<file path="config.mk">
export PLATFORM = sky130hd
export DESIGN_NAME = coord_mem_arbiter_flat
export DESIGN_NICKNAME = d
export VERILOG_FILES = /design/src/rtl/coord_mem_arbiter_if.sv /design/src/rtl/coord_mem_arbiter.sv /design/src/flat_wrapper.sv
export SDC_FILE = /design/constraint.sdc
export NUM_CORES = 1
export LEC_CHECK = 0
export BUFFER_PORTS_ARGS = -buffer_cell sky130_fd_sc_hd__buf_4
export CORE_MARGIN = 2
export CORE_UTILIZATION = 30
export CTS_CLUSTER_DIAMETER = 30
export DETAILED_ROUTE_END_ITERATION = 6
export PLACE_DENSITY = 0.75
export SLEW_MARGIN = 20
export SYNTH_ARGS = -nofsm -noshare
export SYNTH_HDL_FRONTEND = slang
export SYNTH_SLANG_ARGS = --single-unit
export TNS_END_PERCENT = 20
</file>
<file path="constraint.sdc">
create_clock -name clk -period 4.88 [get_ports clk]
set_input_delay 1.22 -clock clk [delete_from_list [all_inputs] [get_ports clk]]
set_output_delay 1.22 -clock clk [all_outputs]
set_load 0.01 [all_outputs]
</file>
<file path="src/rtl/coord_mem_arbiter_if.sv">
// Bus bundle between the coordinate loader, the pathfinding reader,
// the node-coordinate RAM and the coord_mem_arbiter.
// slave  = arbiter side, master = the surrounding loader/reader/RAM side.
interface coord_mem_arbiter_if #(
    parameter int COORD_W = 16,
    parameter int ADDR_W  = 8
);
    logic                   ld_valid;
    logic [COORD_W-1:0]     ld_x;
    logic [COORD_W-1:0]     ld_y;
    logic                   ld_finish;
    logic                   ld_ready;

    logic                   rd_req;
    logic [ADDR_W-1:0]      rd_idx;
    logic                   rd_gnt;
    logic                   rd_valid;
    logic [COORD_W-1:0]     rd_x;
    logic [COORD_W-1:0]     rd_y;
    logic                   rd_err;

    logic                   mem_en;
    logic                   mem_we;
    logic [ADDR_W-1:0]      mem_addr;
    logic [2*COORD_W-1:0]   mem_wdata;
    logic [2*COORD_W-1:0]   mem_rdata;

    logic [ADDR_W:0]        node_count;
    logic                   load_done;
    logic                   overflow;

    modport slave (
        input  ld_valid, ld_x, ld_y, ld_finish, rd_req, rd_idx, mem_rdata,
        output ld_ready, rd_gnt, rd_valid, rd_x, rd_y, rd_err,
               mem_en, mem_we, mem_addr, mem_wdata, node_count, load_done, overflow
    );

    modport master (
        output ld_valid, ld_x, ld_y, ld_finish, rd_req, rd_idx, mem_rdata,
        input  ld_ready, rd_gnt, rd_valid, rd_x, rd_y, rd_err,
               mem_en, mem_we, mem_addr, mem_wdata, node_count, load_done, overflow
    );
endinterface

</file>
<file path="src/rtl/coord_mem_arbiter.sv">
// Arbitrates one single-port coordinate RAM between an initial loader
// (writes nodes sequentially from address 0) and a pathfinding reader.
// Contested cycles alternate via a 1-bit round-robin pointer. Reads of
// unloaded indices return an error response without touching the RAM.
module coord_mem_arbiter #(
    parameter int COORD_W = 16,
    parameter int ADDR_W  = 8
) (
    input  logic                 clk,
    input  logic                 reset,
    coord_mem_arbiter_if.slave   bus
);
    typedef enum logic {LOADING = 1'b0, SEALED = 1'b1} state_t;

    state_t               state;
    state_t               state_next;
    logic                 ptr;          // 0: loader wins next contest, 1: reader
    logic [ADDR_W:0]      count;
    logic                 ovf;
    logic                 vld_p1;       // read response pending on the RAM output
    logic                 hit_p1;       // that response carries RAM data

    logic                 full;
    logic                 ld_elig;
    logic                 rd_elig;
    logic                 contested;
    logic                 gnt_ld;
    logic                 gnt_rd;
    logic                 rd_hit;
    logic                 mem_en;
    logic                 mem_we;
    logic [ADDR_W-1:0]    mem_addr;
    logic [2*COORD_W-1:0] mem_wdata;

    // State register: LOADING until ld_finish, then SEALED until reset.
    always_ff @(posedge clk or posedge reset) begin
        if (reset) state <= LOADING;
        else       state <= state_next;
    end

    // Next state, eligibility, grant selection and RAM port drive.
    always_comb begin
        state_next = state;
        mem_en     = 1'b0;
        mem_we     = 1'b0;
        mem_addr   = '0;
        mem_wdata  = '0;

        // count never exceeds 2**ADDR_W, so its top bit alone marks full.
        full      = count[ADDR_W];
        ld_elig   = !reset && (state == LOADING) && bus.ld_valid && !full;
        rd_elig   = !reset && bus.rd_req;
        contested = ld_elig && rd_elig;
        gnt_ld    = ld_elig && (!rd_elig || !ptr);
        gnt_rd    = rd_elig && (!ld_elig || ptr);
        rd_hit    = ({1'b0, bus.rd_idx} < count);

        if (state == LOADING && bus.ld_finish) state_next = SEALED;

        if (gnt_ld) begin
            mem_en    = 1'b1;
            mem_we    = 1'b1;
            mem_addr  = count[ADDR_W-1:0];
            mem_wdata = {bus.ld_x, bus.ld_y};
        end else if (gnt_rd && rd_hit) begin
            mem_en   = 1'b1;
            mem_addr = bus.rd_idx;
        end
    end

    // Arbitration pointer, node counter, sticky overflow and response pipeline.
    always_ff @(posedge clk or posedge reset) begin
        if (reset) begin
            ptr    <= 1'b0;
            count  <= '0;
            ovf    <= 1'b0;
            vld_p1 <= 1'b0;
            hit_p1 <= 1'b0;
        end else begin
            if (contested) ptr <= ~ptr;
            if (gnt_ld) count <= count + 1'b1;
            if (state == LOADING && bus.ld_valid && full) ovf <= 1'b1;
            vld_p1 <= gnt_rd;
            hit_p1 <= gnt_rd && rd_hit;
        end
    end

    assign bus.ld_ready   = gnt_ld;
    assign bus.rd_gnt     = gnt_rd;
    assign bus.mem_en     = mem_en;
    assign bus.mem_we     = mem_we;
    assign bus.mem_addr   = mem_addr;
    assign bus.mem_wdata  = mem_wdata;

    // Response data comes straight off the RAM's registered output; it is
    // zeroed unless the pending read actually accessed the RAM.
    assign bus.rd_valid   = vld_p1;
    assign bus.rd_err     = vld_p1 && !hit_p1;
    assign bus.rd_x       = hit_p1 ? bus.mem_rdata[2*COORD_W-1:COORD_W] : '0;
    assign bus.rd_y       = hit_p1 ? bus.mem_rdata[COORD_W-1:0]         : '0;

    assign bus.node_count = count;
    assign bus.load_done  = (state == SEALED);
    assign bus.overflow   = ovf;
endmodule

</file>
<file path="src/flat_wrapper.sv">
// flat-port wrapper written by rule: the top's interface ports become plain ports
module coord_mem_arbiter_flat 
#(
    parameter int COORD_W = 16,
    parameter int ADDR_W  = 8
)
  (clk, reset, bus_ld_valid, bus_ld_x, bus_ld_y, bus_ld_finish, bus_rd_req, bus_rd_idx, bus_mem_rdata, bus_ld_ready, bus_rd_gnt, bus_rd_valid, bus_rd_x, bus_rd_y, bus_rd_err, bus_mem_en, bus_mem_we, bus_mem_addr, bus_mem_wdata, bus_node_count, bus_load_done, bus_overflow);
  coord_mem_arbiter_if #(.COORD_W(COORD_W), .ADDR_W(ADDR_W)) bus_i ();
  input  logic clk;
  input  logic reset;
  input wire logic [$bits(bus_i.ld_valid)-1:0] bus_ld_valid;
  input wire logic [$bits(bus_i.ld_x)-1:0] bus_ld_x;
  input wire logic [$bits(bus_i.ld_y)-1:0] bus_ld_y;
  input wire logic [$bits(bus_i.ld_finish)-1:0] bus_ld_finish;
  input wire logic [$bits(bus_i.rd_req)-1:0] bus_rd_req;
  input wire logic [$bits(bus_i.rd_idx)-1:0] bus_rd_idx;
  input wire logic [$bits(bus_i.mem_rdata)-1:0] bus_mem_rdata;
  output wire logic [$bits(bus_i.ld_ready)-1:0] bus_ld_ready;
  output wire logic [$bits(bus_i.rd_gnt)-1:0] bus_rd_gnt;
  output wire logic [$bits(bus_i.rd_valid)-1:0] bus_rd_valid;
  output wire logic [$bits(bus_i.rd_x)-1:0] bus_rd_x;
  output wire logic [$bits(bus_i.rd_y)-1:0] bus_rd_y;
  output wire logic [$bits(bus_i.rd_err)-1:0] bus_rd_err;
  output wire logic [$bits(bus_i.mem_en)-1:0] bus_mem_en;
  output wire logic [$bits(bus_i.mem_we)-1:0] bus_mem_we;
  output wire logic [$bits(bus_i.mem_addr)-1:0] bus_mem_addr;
  output wire logic [$bits(bus_i.mem_wdata)-1:0] bus_mem_wdata;
  output wire logic [$bits(bus_i.node_count)-1:0] bus_node_count;
  output wire logic [$bits(bus_i.load_done)-1:0] bus_load_done;
  output wire logic [$bits(bus_i.overflow)-1:0] bus_overflow;
  assign bus_i.ld_valid = bus_ld_valid;
  assign bus_i.ld_x = bus_ld_x;
  assign bus_i.ld_y = bus_ld_y;
  assign bus_i.ld_finish = bus_ld_finish;
  assign bus_i.rd_req = bus_rd_req;
  assign bus_i.rd_idx = bus_rd_idx;
  assign bus_i.mem_rdata = bus_mem_rdata;
  assign bus_ld_ready = bus_i.ld_ready;
  assign bus_rd_gnt = bus_i.rd_gnt;
  assign bus_rd_valid = bus_i.rd_valid;
  assign bus_rd_x = bus_i.rd_x;
  assign bus_rd_y = bus_i.rd_y;
  assign bus_rd_err = bus_i.rd_err;
  assign bus_mem_en = bus_i.mem_en;
  assign bus_mem_we = bus_i.mem_we;
  assign bus_mem_addr = bus_i.mem_addr;
  assign bus_mem_wdata = bus_i.mem_wdata;
  assign bus_node_count = bus_i.node_count;
  assign bus_load_done = bus_i.load_done;
  assign bus_overflow = bus_i.overflow;
  coord_mem_arbiter #(.COORD_W(COORD_W), .ADDR_W(ADDR_W)) u_core (.clk(clk), .reset(reset), .bus(bus_i));
endmodule
</file>
==> summary.md, run 1 <==
| Metric | Value |
|---|---|
| Yosys top cell area share | `between 20 and 30%` |
| Critical path type | `in -> out` |
| Total CTS buffers | `3` |
| Post-synth EDFFs | `0` |
| Status | `finished, final reports clean` |
| Synth top area cells | `dfrtp_1 (26%), and2_1 (15%), and3_1 (15%), ha_1 (7.3%), nand2_1 (5.8%)` |
| Die Ht | `a little over 70 um` |
| CTS resizes | `0` |
| Cell Area, Placed | `2626 um2` |
| WL/cell | `~14 um` |
| Cells after Synth | `177` |
| GPL Wtd Cong | `between 0.7 and 0.8` |
| GRT overflow | `0` |
| Rel. slew slack | `between 40% and 50%` |
| DPL Wire Length | `between 4000 and 5000 um` |
| Static Leak | `1.567 nW` |
| IO Port Bufs | `165` |
| Vias per inst | `4.585` |
| GRT Total Usage | `19.77%` |
| Clk buf depth | `2` |
| DRT iter0 DRCs | `between 40 and 50` |
| Peak VDD IR | `0.1434 mV` |
| Core Rows | `24` |
| Die area | `between 5000 and 6000 um2` |
| Drt pass-1 iters | `3` |
| Minimum clock period | `3.989 ns` |
| Setup crit start kind | `primary input` |
| # IOs | `166` |
| Grt met2 use | `a little under two fifths` |
| Commonest non-fill, non-tap cells in the layout | `buf_4 (167), and2_1 (33), and3_1 (33), nand2_1 (21), dfrtp_1 (14)` |
| R2R Setup Slk | `3.03 ns` |
| Cell taking the most area after synthesis | `dfrtp_1` |
| Total area of sequential cells | `roughly 350 um2` |
| Crit path launch | `bus_rd_idx[6]` |
| Initial antenna violation count | `0` |
| Slowest stage delay, CP | `between 0.6 and 0.7 ns` |
| Area of the multi-input gates | `between 900 and 1000 um2` |
| Max FO, Critical Path | `10` |
| Depth of the most critical reg-to-reg path | `6` |
| Largest net degree at the start of global routing | `36` |
| Hold Violations, Final | `0` |
| CP max stage cell | `o2bb2ai_1` |
| RSZ-0062 raised after global routing | `false` |
| CTS clk-pin slew, worst paths | `~0.05 ns` |
| Die X | `between 70 and 80 um` |
| Area Growth Syn to Fin | `96.07%` |
| Slew Viols, Final | `0` |
| Detailed-route via count | `about 1800` |
| CP Capture Type | `output port` |
| Pwr Total | `about 0.00036 W` |
| Hold WS | `between 0.4 and 0.5 ns` |
| Sequential area share after synthesis | `between 20% and 30%` |
| DRT Wirelength | `about 5300 um` |
| Number of setup buffers added after CTS | `0` |
| Post-Syn Nets | `about 260` |
| Initial core utilization | `31.19%` |
| Cell Chain, Critical Path | `buf_4, ha_1, a21o_1, a21oi_1, o2bb2ai_1, o21ai_1, buf_4` |
| Synth Area in Simple Gates | `45.01%` |
| CP Capture Point | `bus_mem_addr[3]` |
| Clock Sink Count | `14` |
| Psw | `0.00009531 W` |
| Residual DRC | `0` |
| Met3 Use GR | `around 5.2%` |
| Most common cell after layout, fill and taps aside | `buf_4` |
| Hold_buf cts | `0` |
| Synth Flop Type | `dfrtp_1` |
| GR met1 Demand/Resource | `a little under a quarter` |
| Fin nets | `~420` |
| Worst EP required | `roughly 3.7 ns` |
| P per Cell Area | `~130 nW/um2` |
| Yosys warnings | `0` |
| Synth Area in Compound Gates | `under 10%` |
| Internal | `0.0002649 W` |
| Hold Path Class | `reg -> reg` |
| Reg-to-reg startpoint | `u_core.bus.node_count[6]` |
| FILL cells | `425` |
| Max H-tree Level | `1` |
| Adder-Cell Fraction of Synth Area | `under 10%` |
| First-pass GRT wire length | `between 8000 and 9000 um` |
| Combinational family with the most area after synthesis | `simple AND/OR/NAND/NOR gates` |
| Critical R2R Capture | `u_core.hit_p1` |
| Fin area | `between 2000 and 3000 um2` |
| Cell Area, Synth | `~1400 um2` |
| Ys async rst share | `100.0%` |
| Cell variety after synth | `32` |
| Least-Margin Pin Slew | `slightly below 0.8 ns` |
| Final Setup Violations | `0` |
| Ratio of cells with drive above 1 in the final layout | `a little over half` |
| Syn avg cell area | `around 7.7 um2` |
| Multiplexer share of the synthesized area | `0%` |
| Vias in the first global route | `between 1500 and 2000` |
| Max Cap Viol | `0` |
| DRT antenna net count | `0` |
| Gate power share | `33.2%` |
| Clock power share | `a little under a third` |
| Synth Register Bits | `14` |
| Setup Skew | `about 0.00068 ns` |
| Gr busiest metal | `met2` |
| Xor/xnor cell area share of the yosys netlist | `just over 5%` |
| CTS tree | `yes` |
| Final period util | `81.74%` |
| Arr. time, crit path | `about 2.8 ns` |
| Cell mode on critical path | `buf_4` |
| Sw Ratio | `a little over a quarter` |
| Core area | `approximately 4400 um2` |
| # diodes | `0` |
| CTS root buf | `clkbuf_8` |
| Clk Latency, worst-skew pair | `about 0.25 ns` |
| Seq pwr share | `a little over a third` |
| TNS Setup | `0 ns` |
| Fmax | `250.7 MHz` |
Yosys cell counts (all sizes together) (2+ instances only):
library cell   n
o21ai         11
inv           11
nand4          3
dfrtp         14
a31o           2
clkbuf         9
and2          33
ha             8
buf            3
nand2         21
and3          33
a21oi          3
xnor2          7
nor2           3
nor2b          3
stage by stage:
stage | utilization, % | setup slack (ns) | std cells
CTS | 61.16 | 0.8843 | 388
floorplan | - | 1.366 | 177
detailed placement | 59.90 | 0.8814 | 384
global route | 61.16 | 0.6902 | 388
global placement | 59.90 | 0.9535 | 384
finish | 61.16 | 0.8910 | 388
worst min path at each step:
stage               cells past startpoint                 from                  end
floorplan                               1           u_core.ptr           u_core.ptr
global placement                        1  u_core.bus.overflow  u_core.bus.overflow
detailed placement                      1  u_core.bus.overflow  u_core.bus.overflow
CTS                                     1  u_core.bus.overflow  u_core.bus.overflow
global route                            1  u_core.bus.overflow  u_core.bus.overflow
finish                                  1  u_core.bus.overflow  u_core.bus.overflow
routing by layer:
metal,vias to the layer above,share of wire [%]
met2,71,53
met1,796,38
met5,-,0
met4,0,0.51
met3,2,8.4
li1,910,-
flip-flops by register name, summed over array words and instances (netlist names):
signal / flops
u_core.ptr: 1
u_core.bus.node_count: 9
u_core.bus.rd_valid: 1
u_core.hit_p1: 1
u_core.bus.overflow: 1
u_core.bus.load_done: 1
power by group through the flow:
stage	Clock, W	Sequential (W)	Combinational [W]
global placement	0	0.000131	0.000118
finish	0.000112	0.000129	0.000120
detailed placement	0	0.000131	0.000120
CTS	0.000115	0.000129	0.000121
global route	0.000120	0.000130	0.000131
floorplan	0	0.000129	0.0000423
cell families (layout without fill, tap and decap cells):
| logic type | after synthesis | count (layout) |
|---|---|---|
| fa+ha+maj | 8 | 8 |
| buf+inv | 23 | 182 |
| simple gates | 103 | 103 |
| compound gates | 21 | 21 |
| flops | 14 | 14 |
| xor+xnor | 8 | 8 |
final cells by class:
cell class,count,share of cell area (%)
clock buffers,4,2.053
repair buffers,167,46.76
multi-input cells,140,34.16
flip-flops and latches,14,13.07
well taps,52,2.427
inverters,11,1.540
worst max-delay path: cells and delay by family:
kind | cells | cell delay (ns)
fa+ha+maj | 1 | 0.28
compound gates | 4 | 0.97
buf+inv | 2 | 0.29
Note: power is estimated with default switching activity, not from simulation.
==> run 2, diff against run 1 <==
Settings changed: PLACE_DENSITY 0.75 to 0.78.
Clock period 4.88 ns to 3.4 ns, I/O delays scaled along.
==> run 2 against run 1 <==
Combinational power increased by 43%. Worst hold slack improved by 0.013 ns. Cell area unchanged. Critical path depth unchanged. Routed wire length increased by 3.0%. Utilization unchanged. Highest routed layer unchanged. Clock skew increased by 0.0064 ns. Register-to-register slack got worse by 1.5 ns. Total power increased by 43%. Die area unchanged.
==> summary.md, run 2 (same netlist as run 1, synthesis figures left out) <==
| Metric | Value |
|---|---|
| Status | `finished, final reports clean` |
| Worst EP required | `2.55 ns (-1.11 ns)` |
| Core Rows | `24 (unchanged)` |
| Residual DRC | `0 (unchanged)` |
| Cell Chain, Critical Path | `buf_4, ha_1, a21o_1, a21oi_1, o2bb2ai_1, o21ai_1, buf_4` |
| Crit path max-delay family | `compound AO/OA/AOI/OAI gates` |
| Die area | `5114 um2 (unchanged)` |
| Setup crit start kind | `primary input` |
| Crit. path cell count | `7 (unchanged)` |
| Vias in the first global route | `1684 (-2.0%)` |
| Fin nets | `422 (unchanged)` |
| Seq pwr share | `35.9% (about the same)` |
| Drt pass-1 iters | `4 (+1)` |
| Core area | `4384 um2 (unchanged)` |
| Initial core utilization | `31.19% (unchanged)` |
| Most common cell after layout, fill and taps aside | `buf_4` |
| WL/cell | `13.97 um (+3.0%)` |
| Depth of the most critical reg-to-reg path | `6 (unchanged)` |
| Clk Latency, worst-skew pair | `0.24 ns (about the same)` |
| P per Cell Area | `192.6 nW/um2 (+43%)` |
| # diodes | `0 (unchanged)` |
| Largest net degree at the start of global routing | `36 (unchanged)` |
| Initial antenna violation count | `0 (unchanged)` |
| GRT Total Usage | `20.20% (+0.43 points)` |
| Setup Skew | `0.007111 ns (+0.006434 ns)` |
| Clk buf depth | `2 (unchanged)` |
| Hold Violations, Final | `0 (unchanged)` |
| Number of setup buffers added after CTS | `0 (unchanged)` |
| Fmax | `310.4 MHz` |
| Gate power share | `33.3% (about the same)` |
| CTS tree | `yes` |
| GRT overflow | `0 (unchanged)` |
| Rel. slew slack | `47.81% (+0.82 points)` |
| Die X | `71.52 um (unchanged)` |
| IO Port Bufs | `165 (unchanged)` |
| Sw Ratio | `26.37% (-0.082 points)` |
| DPL Wire Length | `4412 um (+4.5%)` |
| Critical path type | `in -> out` |
| DRT antenna net count | `0 (unchanged)` |
| Detailed-route via count | `1765 (-0.79%)` |
| Max reg flops | `9 (unchanged)` |
| Max H-tree Level | `1 (unchanged)` |
| DRT Wirelength | `5419 um (+3.0%)` |
| CTS root buf | `clkbuf_8` |
| Total CTS buffers | `3 (unchanged)` |
| First-pass GRT wire length | `8245 um (unchanged)` |
| Psw | `0.0001362 W (+43%)` |
| # IOs | `166 (unchanged)` |
| Slew Viols, Final | `0 (unchanged)` |
| Vias per inst | `4.549 (-0.79%)` |
| Final Setup Violations | `0 (unchanged)` |
| CP max stage cell | `o2bb2ai_1` |
| Final Util | `61.16% (unchanged)` |
| TNS Setup | `0 ns (unchanged)` |
| Cell mode on critical path | `buf_4` |
| Arr. time, crit path | `2.37 ns (-0.40 ns)` |
| CTS resizes | `0 (unchanged)` |
| Commonest non-fill, non-tap cells in the layout | `buf_4 (167), and2_1 (33), and3_1 (33), nand2_1 (21), dfrtp_1 (14)` |
| Static Leak | `1.567 nW (unchanged)` |
| Ratio of cells with drive above 1 in the final layout | `53.57% (unchanged)` |
| DRT iter0 DRCs | `22 (-52%)` |
| Max Cap Viol | `0 (unchanged)` |
| Die Ht | `71.52 um (unchanged)` |
| Least-Margin Pin Slew | `0.7828 ns (-0.01227 ns)` |
| RSZ-0062 raised after global routing | `false` |
| Peak VDD IR | `0.1678 mV (+17%)` |
| Final period util | `a little over nine tenths` |
| Area Growth Syn to Fin | `96.07% (unchanged)` |
| Hold Path Class | `reg -> reg` |
| CP bufs+invs | `2 (unchanged)` |
| Hold_buf cts | `0 (unchanged)` |
| CTS clk-pin slew, worst paths | `0.06 ns (about the same)` |
| Internal | `0.0003801 W (+43%)` |
| Max FO, Critical Path | `10 (unchanged)` |
| Slowest stage delay, CP | `0.63 ns (about the same)` |
| Pwr Total | `0.0005163 W (+43%)` |
| CP Capture Type | `output port` |
| Clock power share | `30.8% (-0.2 points)` |
| GPL Wtd Cong | `0.7736 (+3.8%)` |
| Clock Sink Count | `14 (unchanged)` |
| Hold depth | `1 (unchanged)` |
| Minimum clock period | `between 3 and 4 ns` |
==> run 2: cell counts in the layout (fill, tap and decap cells not counted) <==
No cell type changed its count.
==> run 2: metrics by stage <==
step           hold WS (ns)  worst slack (ns)  std cells  area, um2
4_1_cts              0.5012            0.1380        388       2681
5_1_grt              0.5220           0.03942        388       2681
3_5_place_dp         0.4876            0.1352        384       2626
2_1_floorplan        0.4843            0.6260        177       1368
3_3_place_gp         0.4662            0.2035        384       2626
6_report             0.4898            0.1786        388       2681
==> run 2: final cells by class <==
class	count	area, um2
Clock buffer	4	55.05
Fill cell	403	1703
Inverter	11	41.29
Multi-Input combinational cell	140	915.9
Sequential cell	14	350.3
Tap cell	52	65.06
Timing Repair Buffer	167	1254
==> run 2: final timing paths <==
| path | startpoint | to | slack (ns) |
|---|---|---|---|
| hold / removal | u_core.bus.overflow | u_core.bus.overflow | 0.49 |
| setup / recovery | bus_rd_idx[6] | bus_mem_addr[2] | 0.18 |
| setup reg to reg | u_core.bus.node_count[6] | u_core.hit_p1 | 1.56 |
| min in group asynchronous | reset | u_core.bus.load_done | 0.67 |
| max in group asynchronous | reset | u_core.bus.node_count[1] | 2.37 |
| hold reg to reg | u_core.bus.overflow | u_core.bus.overflow | 0.49 |
==> run 2: metal layers <==
| layer | GRT usage [%] | vias up | part of all wire [%] |
|---|---|---|---|
| li1 | - | 913 | - |
| met1 | 23.19 | 768 | 39 |
| met2 | 37.35 | 78 | 51 |
| met3 | 4.782 | 6 | 7.8 |
| met4 | 5.241 | 0 | 1.7 |
| met5 | 0 | - | 0 |
==> run 2: worst register-to-register path, cell delays in order (launching register included) <==
cell and delay [ns]:
dfrtp_1 0.41, inv_1 0.11, ha_1 0.30, a21o_1 0.10, a21oi_1 0.05, o2bb2ai_1 0.63, nor2_1 0.09
==> run 2: power groups by stage <==
stage               sequential, W  clock (W)  combinational (W)
floorplan                0.000185          0          0.0000607
global placement         0.000188          0           0.000170
detailed placement       0.000188          0           0.000174
CTS                      0.000186   0.000164           0.000175
global route             0.000188   0.000173           0.000189
finish                   0.000185   0.000159           0.000172
